## src/rtl/mc_defs_pkg.sv

```systemverilog
// ----------------------------------------------------------------------------
// mc_defs: shared definitions for the multi-cycle MIPS control unit.
//   - opcode / function-field constants for the supported instruction subset
//   - FSM state encoding (visible on the debug 'state' port)
//   - numeric encodings of every datapath control bus
//   - instruction class enum produced by the decoder
// ----------------------------------------------------------------------------
package mc_defs;

    // Opcode field values
    localparam logic [5:0] OP_RTYPE = 6'h00;
    localparam logic [5:0] OP_JAL   = 6'h03;
    localparam logic [5:0] OP_BEQ   = 6'h04;
    localparam logic [5:0] OP_ORI   = 6'h0D;
    localparam logic [5:0] OP_LUI   = 6'h0F;
    localparam logic [5:0] OP_LB    = 6'h20;
    localparam logic [5:0] OP_LH    = 6'h21;
    localparam logic [5:0] OP_LW    = 6'h23;
    localparam logic [5:0] OP_SB    = 6'h28;
    localparam logic [5:0] OP_SH    = 6'h29;
    localparam logic [5:0] OP_SW    = 6'h2B;

    // Function field values (R-type)
    localparam logic [5:0] FN_NOP = 6'h00;
    localparam logic [5:0] FN_JR  = 6'h08;
    localparam logic [5:0] FN_ADD = 6'h20;
    localparam logic [5:0] FN_SUB = 6'h22;

    // FSM states; values are externally visible on the debug port
    typedef enum logic [2:0] {
        ST_FETCH  = 3'd0,
        ST_DECODE = 3'd1,
        ST_EXEC   = 3'd2,
        ST_MEM    = 3'd3,
        ST_WB     = 3'd4
    } state_e;

    // Instruction classes
    typedef enum logic [2:0] {
        CLS_ALU,
        CLS_LOAD,
        CLS_STORE,
        CLS_BRANCH,
        CLS_JAL,
        CLS_JR,
        CLS_NOP,
        CLS_ILLEGAL
    } iclass_e;

    // RegDst
    localparam int REGDST_RT = 0;
    localparam int REGDST_RD = 1;
    localparam int REGDST_RA = 2;

    // RegWriteSel
    localparam int WBSEL_ALU = 0;
    localparam int WBSEL_MEM = 1;
    localparam int WBSEL_PC4 = 2;

    // MemWrite
    localparam int MEMW_NONE = 0;
    localparam int MEMW_WORD = 1;
    localparam int MEMW_HALF = 2;
    localparam int MEMW_BYTE = 3;

    // DataExtOp
    localparam int DEXT_WORD = 0;
    localparam int DEXT_LB   = 2;
    localparam int DEXT_LH   = 4;

    // ALUControl
    localparam int ALU_ADD = 0;
    localparam int ALU_SUB = 1;
    localparam int ALU_OR  = 2;

    // ExtOp
    localparam int EXT_ZERO = 0;
    localparam int EXT_SIGN = 1;
    localparam int EXT_LUI  = 2;

    // ALUSrc
    localparam int ALUSRC_REG = 0;
    localparam int ALUSRC_IMM = 1;

    // nPCSel
    localparam int NPC_PC4    = 0;
    localparam int NPC_BRANCH = 1;
    localparam int NPC_JAL    = 2;
    localparam int NPC_JR     = 3;

    // Classes that continue from EXEC into the MEM state
    function automatic logic needs_mem(input iclass_e cls);
        return (cls == CLS_LOAD) || (cls == CLS_STORE);
    endfunction

endpackage

```

## src/rtl/mc_decode.sv

```systemverilog
// ----------------------------------------------------------------------------
// mc_decode: purely combinational instruction decoder.
//   Maps the IR opcode/function fields to an instruction class and the
//   static (state-independent) datapath control fields. The FSM in the top
//   level decides in which state each field is actually driven.
// Ports:
//   op_i, func_i          opcode and function fields from IR
//   cls_o                 instruction class (CLS_ILLEGAL for undefined codes)
//   reg_dst_o .. rws_o    static control fields, CW bits each
// ----------------------------------------------------------------------------
module mc_decode
    import mc_defs::*;
#(
    parameter int CW = 3
) (
    input  logic [5:0]    op_i,
    input  logic [5:0]    func_i,
    output iclass_e       cls_o,
    output logic [CW-1:0] reg_dst_o,
    output logic [CW-1:0] alu_src_o,
    output logic [CW-1:0] alu_ctrl_o,
    output logic [CW-1:0] ext_op_o,
    output logic [CW-1:0] data_ext_op_o,
    output logic [CW-1:0] mem_write_o,
    output logic [CW-1:0] reg_write_sel_o
);

    always_comb begin
        // Undefined encodings fall through as CLS_ILLEGAL with every field 0,
        // which makes them behave exactly like a nop downstream.
        cls_o           = CLS_ILLEGAL;
        reg_dst_o       = CW'(REGDST_RT);
        alu_src_o       = CW'(ALUSRC_REG);
        alu_ctrl_o      = CW'(ALU_ADD);
        ext_op_o        = CW'(EXT_ZERO);
        data_ext_op_o   = CW'(DEXT_WORD);
        mem_write_o     = CW'(MEMW_NONE);
        reg_write_sel_o = CW'(WBSEL_ALU);

        case (op_i)
            OP_RTYPE: begin
                case (func_i)
                    FN_ADD: begin
                        cls_o     = CLS_ALU;
                        reg_dst_o = CW'(REGDST_RD);
                    end
                    FN_SUB: begin
                        cls_o      = CLS_ALU;
                        reg_dst_o  = CW'(REGDST_RD);
                        alu_ctrl_o = CW'(ALU_SUB);
                    end
                    FN_JR:   cls_o = CLS_JR;
                    FN_NOP:  cls_o = CLS_NOP;
                    default: cls_o = CLS_ILLEGAL;
                endcase
            end
            OP_ORI: begin
                cls_o      = CLS_ALU;
                alu_src_o  = CW'(ALUSRC_IMM);
                alu_ctrl_o = CW'(ALU_OR);
                ext_op_o   = CW'(EXT_ZERO);
            end
            OP_LUI: begin
                // rs is $0 in a lui encoding, so rs + (imm << 16) is the result
                cls_o     = CLS_ALU;
                alu_src_o = CW'(ALUSRC_IMM);
                ext_op_o  = CW'(EXT_LUI);
            end
            OP_JAL: begin
                cls_o           = CLS_JAL;
                reg_dst_o       = CW'(REGDST_RA);
                reg_write_sel_o = CW'(WBSEL_PC4);
            end
            OP_LW, OP_LH, OP_LB: begin
                cls_o           = CLS_LOAD;
                alu_src_o       = CW'(ALUSRC_IMM);
                ext_op_o        = CW'(EXT_SIGN);
                reg_write_sel_o = CW'(WBSEL_MEM);
                if (op_i == OP_LH)
                    data_ext_op_o = CW'(DEXT_LH);
                else if (op_i == OP_LB)
                    data_ext_op_o = CW'(DEXT_LB);
                else
                    data_ext_op_o = CW'(DEXT_WORD);
            end
            OP_SW, OP_SH, OP_SB: begin
                cls_o     = CLS_STORE;
                alu_src_o = CW'(ALUSRC_IMM);
                ext_op_o  = CW'(EXT_SIGN);
                if (op_i == OP_SH)
                    mem_write_o = CW'(MEMW_HALF);
                else if (op_i == OP_SB)
                    mem_write_o = CW'(MEMW_BYTE);
                else
                    mem_write_o = CW'(MEMW_WORD);
            end
            OP_BEQ: begin
                cls_o      = CLS_BRANCH;
                alu_ctrl_o = CW'(ALU_SUB);
                ext_op_o   = CW'(EXT_SIGN);
            end
            default: cls_o = CLS_ILLEGAL;
        endcase
    end

endmodule

```

## src/rtl/multicycle_ctrl.sv

```systemverilog
// ----------------------------------------------------------------------------
// multicycle_ctrl: multi-cycle MIPS control unit.
//   Steps each instruction through FETCH/DECODE/EXEC/MEM/WB, waiting on the
//   instruction/data memory ready handshakes with an optional timeout, and
//   drives the datapath control buses, PC/IR write strobes, a retire pulse
//   and a retired-instruction counter.
// Ports:
//   clk, reset             clock (rising edge), asynchronous active-low reset
//   Op, Func, Zero         IR fields and ALU equality flag
//   imem_ready, dmem_ready memory handshakes
//   imem_req, dmem_req     memory requests
//   IRWrite, PCWrite, RegWrite          write strobes
//   MemWrite .. RegWriteSel             datapath control buses (CW bits)
//   state                  current FSM state (debug)
//   retire, retired_cnt    completion pulse and counter
//   illegal, bus_err       sticky error flags, cleared only by reset
// ----------------------------------------------------------------------------
module multicycle_ctrl
    import mc_defs::*;
#(
    parameter int CW       = 3,
    parameter int WAIT_MAX = 15,
    parameter int CNT_W    = 32
) (
    input  logic             clk,
    input  logic             reset,
    input  logic [5:0]       Op,
    input  logic [5:0]       Func,
    input  logic             Zero,
    input  logic             imem_ready,
    input  logic             dmem_ready,
    output logic             imem_req,
    output logic             dmem_req,
    output logic             IRWrite,
    output logic             PCWrite,
    output logic             RegWrite,
    output logic [CW-1:0]    MemWrite,
    output logic [CW-1:0]    RegDst,
    output logic [CW-1:0]    ALUSrc,
    output logic [CW-1:0]    ALUControl,
    output logic [CW-1:0]    ExtOp,
    output logic [CW-1:0]    DataExtOp,
    output logic [CW-1:0]    nPCSel,
    output logic [CW-1:0]    RegWriteSel,
    output logic [2:0]       state,
    output logic             retire,
    output logic [CNT_W-1:0] retired_cnt,
    output logic             illegal,
    output logic             bus_err
);

    localparam int WAIT_W = (WAIT_MAX > 1) ? $clog2(WAIT_MAX + 1) : 1;

    // ------------------------------------------------------------------
    // Decoder
    // ------------------------------------------------------------------
    iclass_e       cls;
    logic [CW-1:0] dec_reg_dst;
    logic [CW-1:0] dec_alu_src;
    logic [CW-1:0] dec_alu_ctrl;
    logic [CW-1:0] dec_ext_op;
    logic [CW-1:0] dec_data_ext_op;
    logic [CW-1:0] dec_mem_write;
    logic [CW-1:0] dec_reg_write_sel;

    mc_decode #(.CW(CW)) u_decode (
        .op_i            (Op),
        .func_i          (Func),
        .cls_o           (cls),
        .reg_dst_o       (dec_reg_dst),
        .alu_src_o       (dec_alu_src),
        .alu_ctrl_o      (dec_alu_ctrl),
        .ext_op_o        (dec_ext_op),
        .data_ext_op_o   (dec_data_ext_op),
        .mem_write_o     (dec_mem_write),
        .reg_write_sel_o (dec_reg_write_sel)
    );

    // ------------------------------------------------------------------
    // State
    // ------------------------------------------------------------------
    state_e             state_q,   state_d;
    logic [WAIT_W-1:0]  wait_q,    wait_d;
    logic [CNT_W-1:0]   retired_q, retired_d;
    logic               illegal_q, illegal_d;
    logic               bus_err_q, bus_err_d;

    // Ungated FSM outputs; forced to 0 while reset is held
    logic          imem_req_r;
    logic          dmem_req_r;
    logic          ir_write_r;
    logic          reg_write_r;
    logic [CW-1:0] mem_write_r;
    logic [CW-1:0] npc_sel_r;
    logic          fin;          // final cycle of a completed instruction
    logic          abort;        // ready timeout in FETCH or MEM
    logic          timeout_hit;

    // ------------------------------------------------------------------
    // Ready-wait counter: counts stalled cycles in FETCH/MEM and clears
    // whenever the FSM moves on (including FETCH -> FETCH after an abort).
    // ------------------------------------------------------------------
    generate
        if (WAIT_MAX > 0) begin : g_timeout
            logic waiting;
            assign waiting = ((state_q == ST_FETCH) && !imem_ready) ||
                             ((state_q == ST_MEM)   && !dmem_ready);

            always_comb begin
                wait_d = '0;
                if (waiting && !abort)
                    wait_d = wait_q + WAIT_W'(1);
            end

            assign timeout_hit = (wait_q == WAIT_W'(WAIT_MAX));
        end else begin : g_no_timeout
            assign wait_d      = '0;
            assign timeout_hit = 1'b0;
        end
    endgenerate

    // ------------------------------------------------------------------
    // Next-state and control logic
    // ------------------------------------------------------------------
    always_comb begin
        state_d     = state_q;
        imem_req_r  = 1'b0;
        dmem_req_r  = 1'b0;
        ir_write_r  = 1'b0;
        reg_write_r = 1'b0;
        mem_write_r = '0;
        npc_sel_r   = CW'(NPC_PC4);
        fin         = 1'b0;
        abort       = 1'b0;

        case (state_q)
            ST_FETCH: begin
                imem_req_r = 1'b1;
                // A ready in the timeout cycle still wins over the abort
                if (imem_ready) begin
                    ir_write_r = 1'b1;
                    state_d    = ST_DECODE;
                end else if (timeout_hit) begin
                    abort = 1'b1;
                end
            end
            ST_DECODE: begin
                state_d = ST_EXEC;
            end
            ST_EXEC: begin
                if (needs_mem(cls)) begin
                    state_d = ST_MEM;
                end else begin
                    case (cls)
                        CLS_ALU, CLS_JAL: state_d = ST_WB;
                        CLS_BRANCH: begin
                            fin       = 1'b1;
                            npc_sel_r = Zero ? CW'(NPC_BRANCH) : CW'(NPC_PC4);
                        end
                        CLS_JR: begin
                            fin       = 1'b1;
                            npc_sel_r = CW'(NPC_JR);
                        end
                        // nop and illegal retire here with a plain PC+4
                        default: fin = 1'b1;
                    endcase
                end
            end
            ST_MEM: begin
                dmem_req_r  = 1'b1;
                mem_write_r = dec_mem_write;  // non-zero only for stores
                if (dmem_ready) begin
                    if (cls == CLS_LOAD)
                        state_d = ST_WB;
                    else
                        fin = 1'b1;
                end else if (timeout_hit) begin
                    abort = 1'b1;
                end
            end
            ST_WB: begin
                reg_write_r = 1'b1;
                fin         = 1'b1;
                if (cls == CLS_JAL)
                    npc_sel_r = CW'(NPC_JAL);
            end
            default: begin
                state_d = ST_FETCH;
            end
        endcase

        // Completion and abort both advance the PC and restart fetch; an
        // abort keeps nPCSel at PC+4 and writes nothing else.
        if (fin || abort)
            state_d = ST_FETCH;
    end

    always_comb begin
        illegal_d = illegal_q | ((state_q == ST_DECODE) && (cls == CLS_ILLEGAL));
        bus_err_d = bus_err_q | abort;
        retired_d = fin ? retired_q + CNT_W'(1) : retired_q;
    end

    always_ff @(posedge clk or negedge reset) begin
        if (!reset) begin
            state_q   <= ST_FETCH;
            wait_q    <= '0;
            retired_q <= '0;
            illegal_q <= 1'b0;
            bus_err_q <= 1'b0;
        end else begin
            state_q   <= state_d;
            wait_q    <= wait_d;
            retired_q <= retired_d;
            illegal_q <= illegal_d;
            bus_err_q <= bus_err_d;
        end
    end

    // ------------------------------------------------------------------
    // Outputs. Operand/ALU fields stay valid from EXEC through WB because
    // the datapath has no ALU output register; write-back fields only in WB.
    // Everything is forced low while reset is asserted.
    // ------------------------------------------------------------------
    logic alu_phase;
    logic wb_phase;

    assign alu_phase = reset && ((state_q == ST_EXEC) || (state_q == ST_MEM) ||
                                 (state_q == ST_WB));
    assign wb_phase  = reset && (state_q == ST_WB);

    assign imem_req    = reset & imem_req_r;
    assign dmem_req    = reset & dmem_req_r;
    assign IRWrite     = reset & ir_write_r;
    assign PCWrite     = reset & (fin | abort);
    assign RegWrite    = reset & reg_write_r;
    assign retire      = reset & fin;
    assign MemWrite    = reset     ? mem_write_r       : '0;
    assign nPCSel      = reset     ? npc_sel_r         : '0;
    assign ALUSrc      = alu_phase ? dec_alu_src       : '0;
    assign ALUControl  = alu_phase ? dec_alu_ctrl      : '0;
    assign ExtOp       = alu_phase ? dec_ext_op        : '0;
    assign RegDst      = wb_phase  ? dec_reg_dst       : '0;
    assign DataExtOp   = wb_phase  ? dec_data_ext_op   : '0;
    assign RegWriteSel = wb_phase  ? dec_reg_write_sel : '0;

    assign state       = state_q;
    assign retired_cnt = retired_q;
    assign illegal     = illegal_q;
    assign bus_err     = bus_err_q;

endmodule

```

## config.mk

```make
export PLATFORM = sky130hd
export DESIGN_NAME = multicycle_ctrl
export DESIGN_NICKNAME = d
export VERILOG_FILES = /design/src/rtl/mc_defs_pkg.sv /design/src/rtl/mc_decode.sv /design/src/rtl/multicycle_ctrl.sv
export SDC_FILE = /design/constraint.sdc
export NUM_CORES = 1
export LEC_CHECK = 0
export BUFFER_PORTS_ARGS = -buffer_cell sky130_fd_sc_hd__buf_2
export CAP_MARGIN = 25
export CELL_PAD_IN_SITES_DETAIL_PLACEMENT = 1
export CELL_PAD_IN_SITES_GLOBAL_PLACEMENT = 2
export CORE_MARGIN = 2
export CORE_UTILIZATION = 31
export CTS_BUF_LIST = sky130_fd_sc_hd__clkbuf_8
export DETAILED_ROUTE_END_ITERATION = 12
export GPL_TIMING_DRIVEN = 1
export PLACE_DENSITY = 0.83
export SLEW_MARGIN = 20
export SYNTH_ARGS = -nofsm -noshare
export SYNTH_HDL_FRONTEND = slang
export SYNTH_HIERARCHICAL = 1
export SYNTH_SLANG_ARGS = --single-unit
```

## constraint.sdc

```tcl
create_clock -name clk -period 3.3 [get_ports clk]
set_clock_uncertainty 0.1 [all_clocks]
set_input_delay 0.33 -clock clk [delete_from_list [all_inputs] [get_ports clk]]
set_output_delay 0.33 -clock clk [all_outputs]
set_load 0.05 [all_outputs]
```

==> run summary <==
DR iter-0 viols - 114
WS Path Type - in2out
Routed WL per cell - 15.4 um
CP Launch Type - primary input
Final setup fails - 0
Layout cells sized above 1 - 0.296
Syn. warnings - 6
Initial core utilization - 0.317
Initial antenna violation count - 0
TNS Setup - 0 ns
RSZ-0062 raised after global routing - false
Max-slew headroom - 0.645
Yosys cell types - 54
Post-route DRC - 0
Period utilization - 0.950
Final Critical Period - 3.14 ns
Top cells by area, synth - dfrtp_1 (37%), xor2_1 (10%), and2_1 (5.9%)
Root Driver - clkbuf_8
IO Count - 84
Final antenna-violating net count - 0
Seq cells post-synth - 41
Syn Inst Count - 298
Via count - 2423
Worst-path clk slew - 0.07 ns
Critical Path RT - 2.87 ns
CTS tree - yes
Pin count of the biggest net entering global routing - 27
Max_cap viols - 0
Layout fillers - 1045
Cell Area, Synth - 2750 sq um
Gr usage total - 0.157
Drt pass-1 iters - 4
Syn Area/Cell - 9.22 sq um
Critical Path AT - 2.71 ns
Max-slew violation count - 0
DP HPWL - 5.60 mm
Worst-Skew Late Latency - 0.28 ns
Antenna fix cells - 0
Leak - 1.74 nW
Vias in the first global route - 2415
Top cells by count, synth - dfrtp_1 (41), xor2_1 (32), and2_1 (26), nand2_1 (20), nand3_1 (18)
H-tree depth - 2
Rows - 34
Total Wirelength - 7.43 mm
Slew at the pin with the worst max-slew slack - 0.532 ns
Clock Path Buffers - 2
Outcome - complete, no violations
Port bufs - 74
Seq/Total Area, Yosys - 0.373
Core area - 8680 sq um
Num Clock Sinks - 41
HP Class - in2reg
Overflow after GRT - 0
GPL Wtd Cong - 0.810
Crit end category - output pin
Die X-Extent - 98.2 um
CP Max Fanout - 10
Die area - 9640 sq um
Yosys top cell by area - dfrtp_1
Post-synth top flop - dfrtp_1
Fin nets - 394
Global-route wire length before repair - 12.5 mm
Total Power - 1.83 mW
Most numerous cell in the Yosys netlist - dfrtp_1
Final hold viol count - 0
Cell Pwr Density - 544 nW/um^2
Chip height - 98.2 um
Fin area - 3370 sq um
Number of synthesized flops with an enable pin - 0
VDD IR-drop max - 0.000372 V
Async set or reset register ratio after synthesis - 1.00
Area Overhead vs Synth - 22.4%
TritonCTS Buffers - 5
Fmax - 319 MHz
Synth top area share - 0.373
Placed inst area - 3210 sq um
Via density per instance - 5.02
## worst max-delay path: stages
cell and delay, ns:
buf_8 0.11, nand2b_4 0.15, nand2_1 0.06, or4_1 0.41, a311o_1 0.40, maj3_1 0.37, a222oi_1 0.38, nand2_1 0.15
and2_4 0.20, buf_6 0.14
## worst paths after layout
check / from / end / slack (ns) / depth (start not counted)
worst max-delay path: Op[0] / PCWrite / 0.16 / 10
worst max register to register: state[1]$_DFFE_PN0P_ / retired_cnt[17]$_DFFE_PN0N_ / 0.95 / 7
worst min-delay path: imem_ready / state[0]$_DFFE_PN0P_ / 0.33 / 3
max in group asynchronous: reset / retired_cnt[21]$_DFFE_PN0N_ / 2.33 / 3
min in group asynchronous: reset / retired_cnt[26]$_DFFE_PN0N_ / 0.52 / 3
worst min register to register: illegal$_DFF_PN0_ / illegal$_DFF_PN0_ / 0.37 / 1
## where the power goes
group	internal [mW]	leakage, nW	switching (mW)
registers	0.560	0.551	0.119
logic	0.274	1.14	0.553
clock network	0.163	0.0485	0.162
## cell type report
class / count / area, sq um / share of cell area
well taps: 108 / 135 / 0.0401
multi-input cells: 235 / 1590 / 0.472
clock buffers: 6 / 82.6 / 0.0245
flip-flops and latches: 41 / 1030 / 0.305
inverters: 4 / 15.0 / 0.00446
repair buffers: 88 / 513 / 0.152
clock inverters: 1 / 3.75 / 0.00112
## registers in the layout (all words and copies together) (netlist names)
register / count
bus_err: 1
illegal: 1
retired_cnt: 32
state: 3
wait_q: 4
## placed cells by master (no fill, tap or decap), types with 4 or more instances in the layout
cell / synthesis / routed
and2_1: 26 / 25
conb_1: 2 / 9
xor2_1: 32 / 32
nor4b_1: 5 / 4
nor2_1: 13 / 13
buf_4: 11 / 12
and3_1: 7 / 7
clkbuf_8: 0 / 6
nand2b_1: 7 / 6
a21oi_1: 9 / 9
nand2_1: 20 / 20
inv_1: 4 / 5
nand4_1: 6 / 6
buf_2: 2 / 71
nor4_2: 8 / 8
dfrtp_1: 41 / 41
nor4_1: 11 / 11
nand3b_1: 4 / 4
nor3_1: 13 / 13
nand3_1: 18 / 18
nor2b_1: 6 / 6
## what timing repair did
action | in CTS | in global routing
hold buffers | 1 | 0
endpoints found under the setup margin | 0 | 2
hold endpoints to repair | 5 | 0
gates resized for setup | 0 | 12
setup buffers | 0 | 4
## cell families (layout without fill, tap and decap cells)
family,count (synthesis),in the layout,synth area share
and+or+nand+nor,164,164,0.376
DFF,41,41,0.373
xor gates and xnor gates,34,34,0.108
buffers and inverters,29,99,0.0637
AOI/OAI and AO/OA,23,23,0.0555
adders and majority gates,3,3,0.0127
other,2,9,0.00273
muxes,2,2,0.00774
## routing by layer
metal,vias up,part of all wire,GRT usage
met1,1183,0.47,0.210
met3,6,0.033,0.0265
met5,-,0,0
li1,1187,-,-
met4,0,0.010,0.0358
met2,47,0.49,0.267
## stage by stage
stage	utilization	hold WS, ns	worst slack, ns	cells
final	0.388	0.331	0.164	483
after global placement	0.370	0.296	0.124	471
after detailed placement	0.370	0.304	0.0550	471
after CTS	0.381	0.327	0.0440	479
after floorplan	-	-0.0656	0.107	305
after global routing	0.388	0.359	0.00962	483
(Power assumes the default switching activity.)
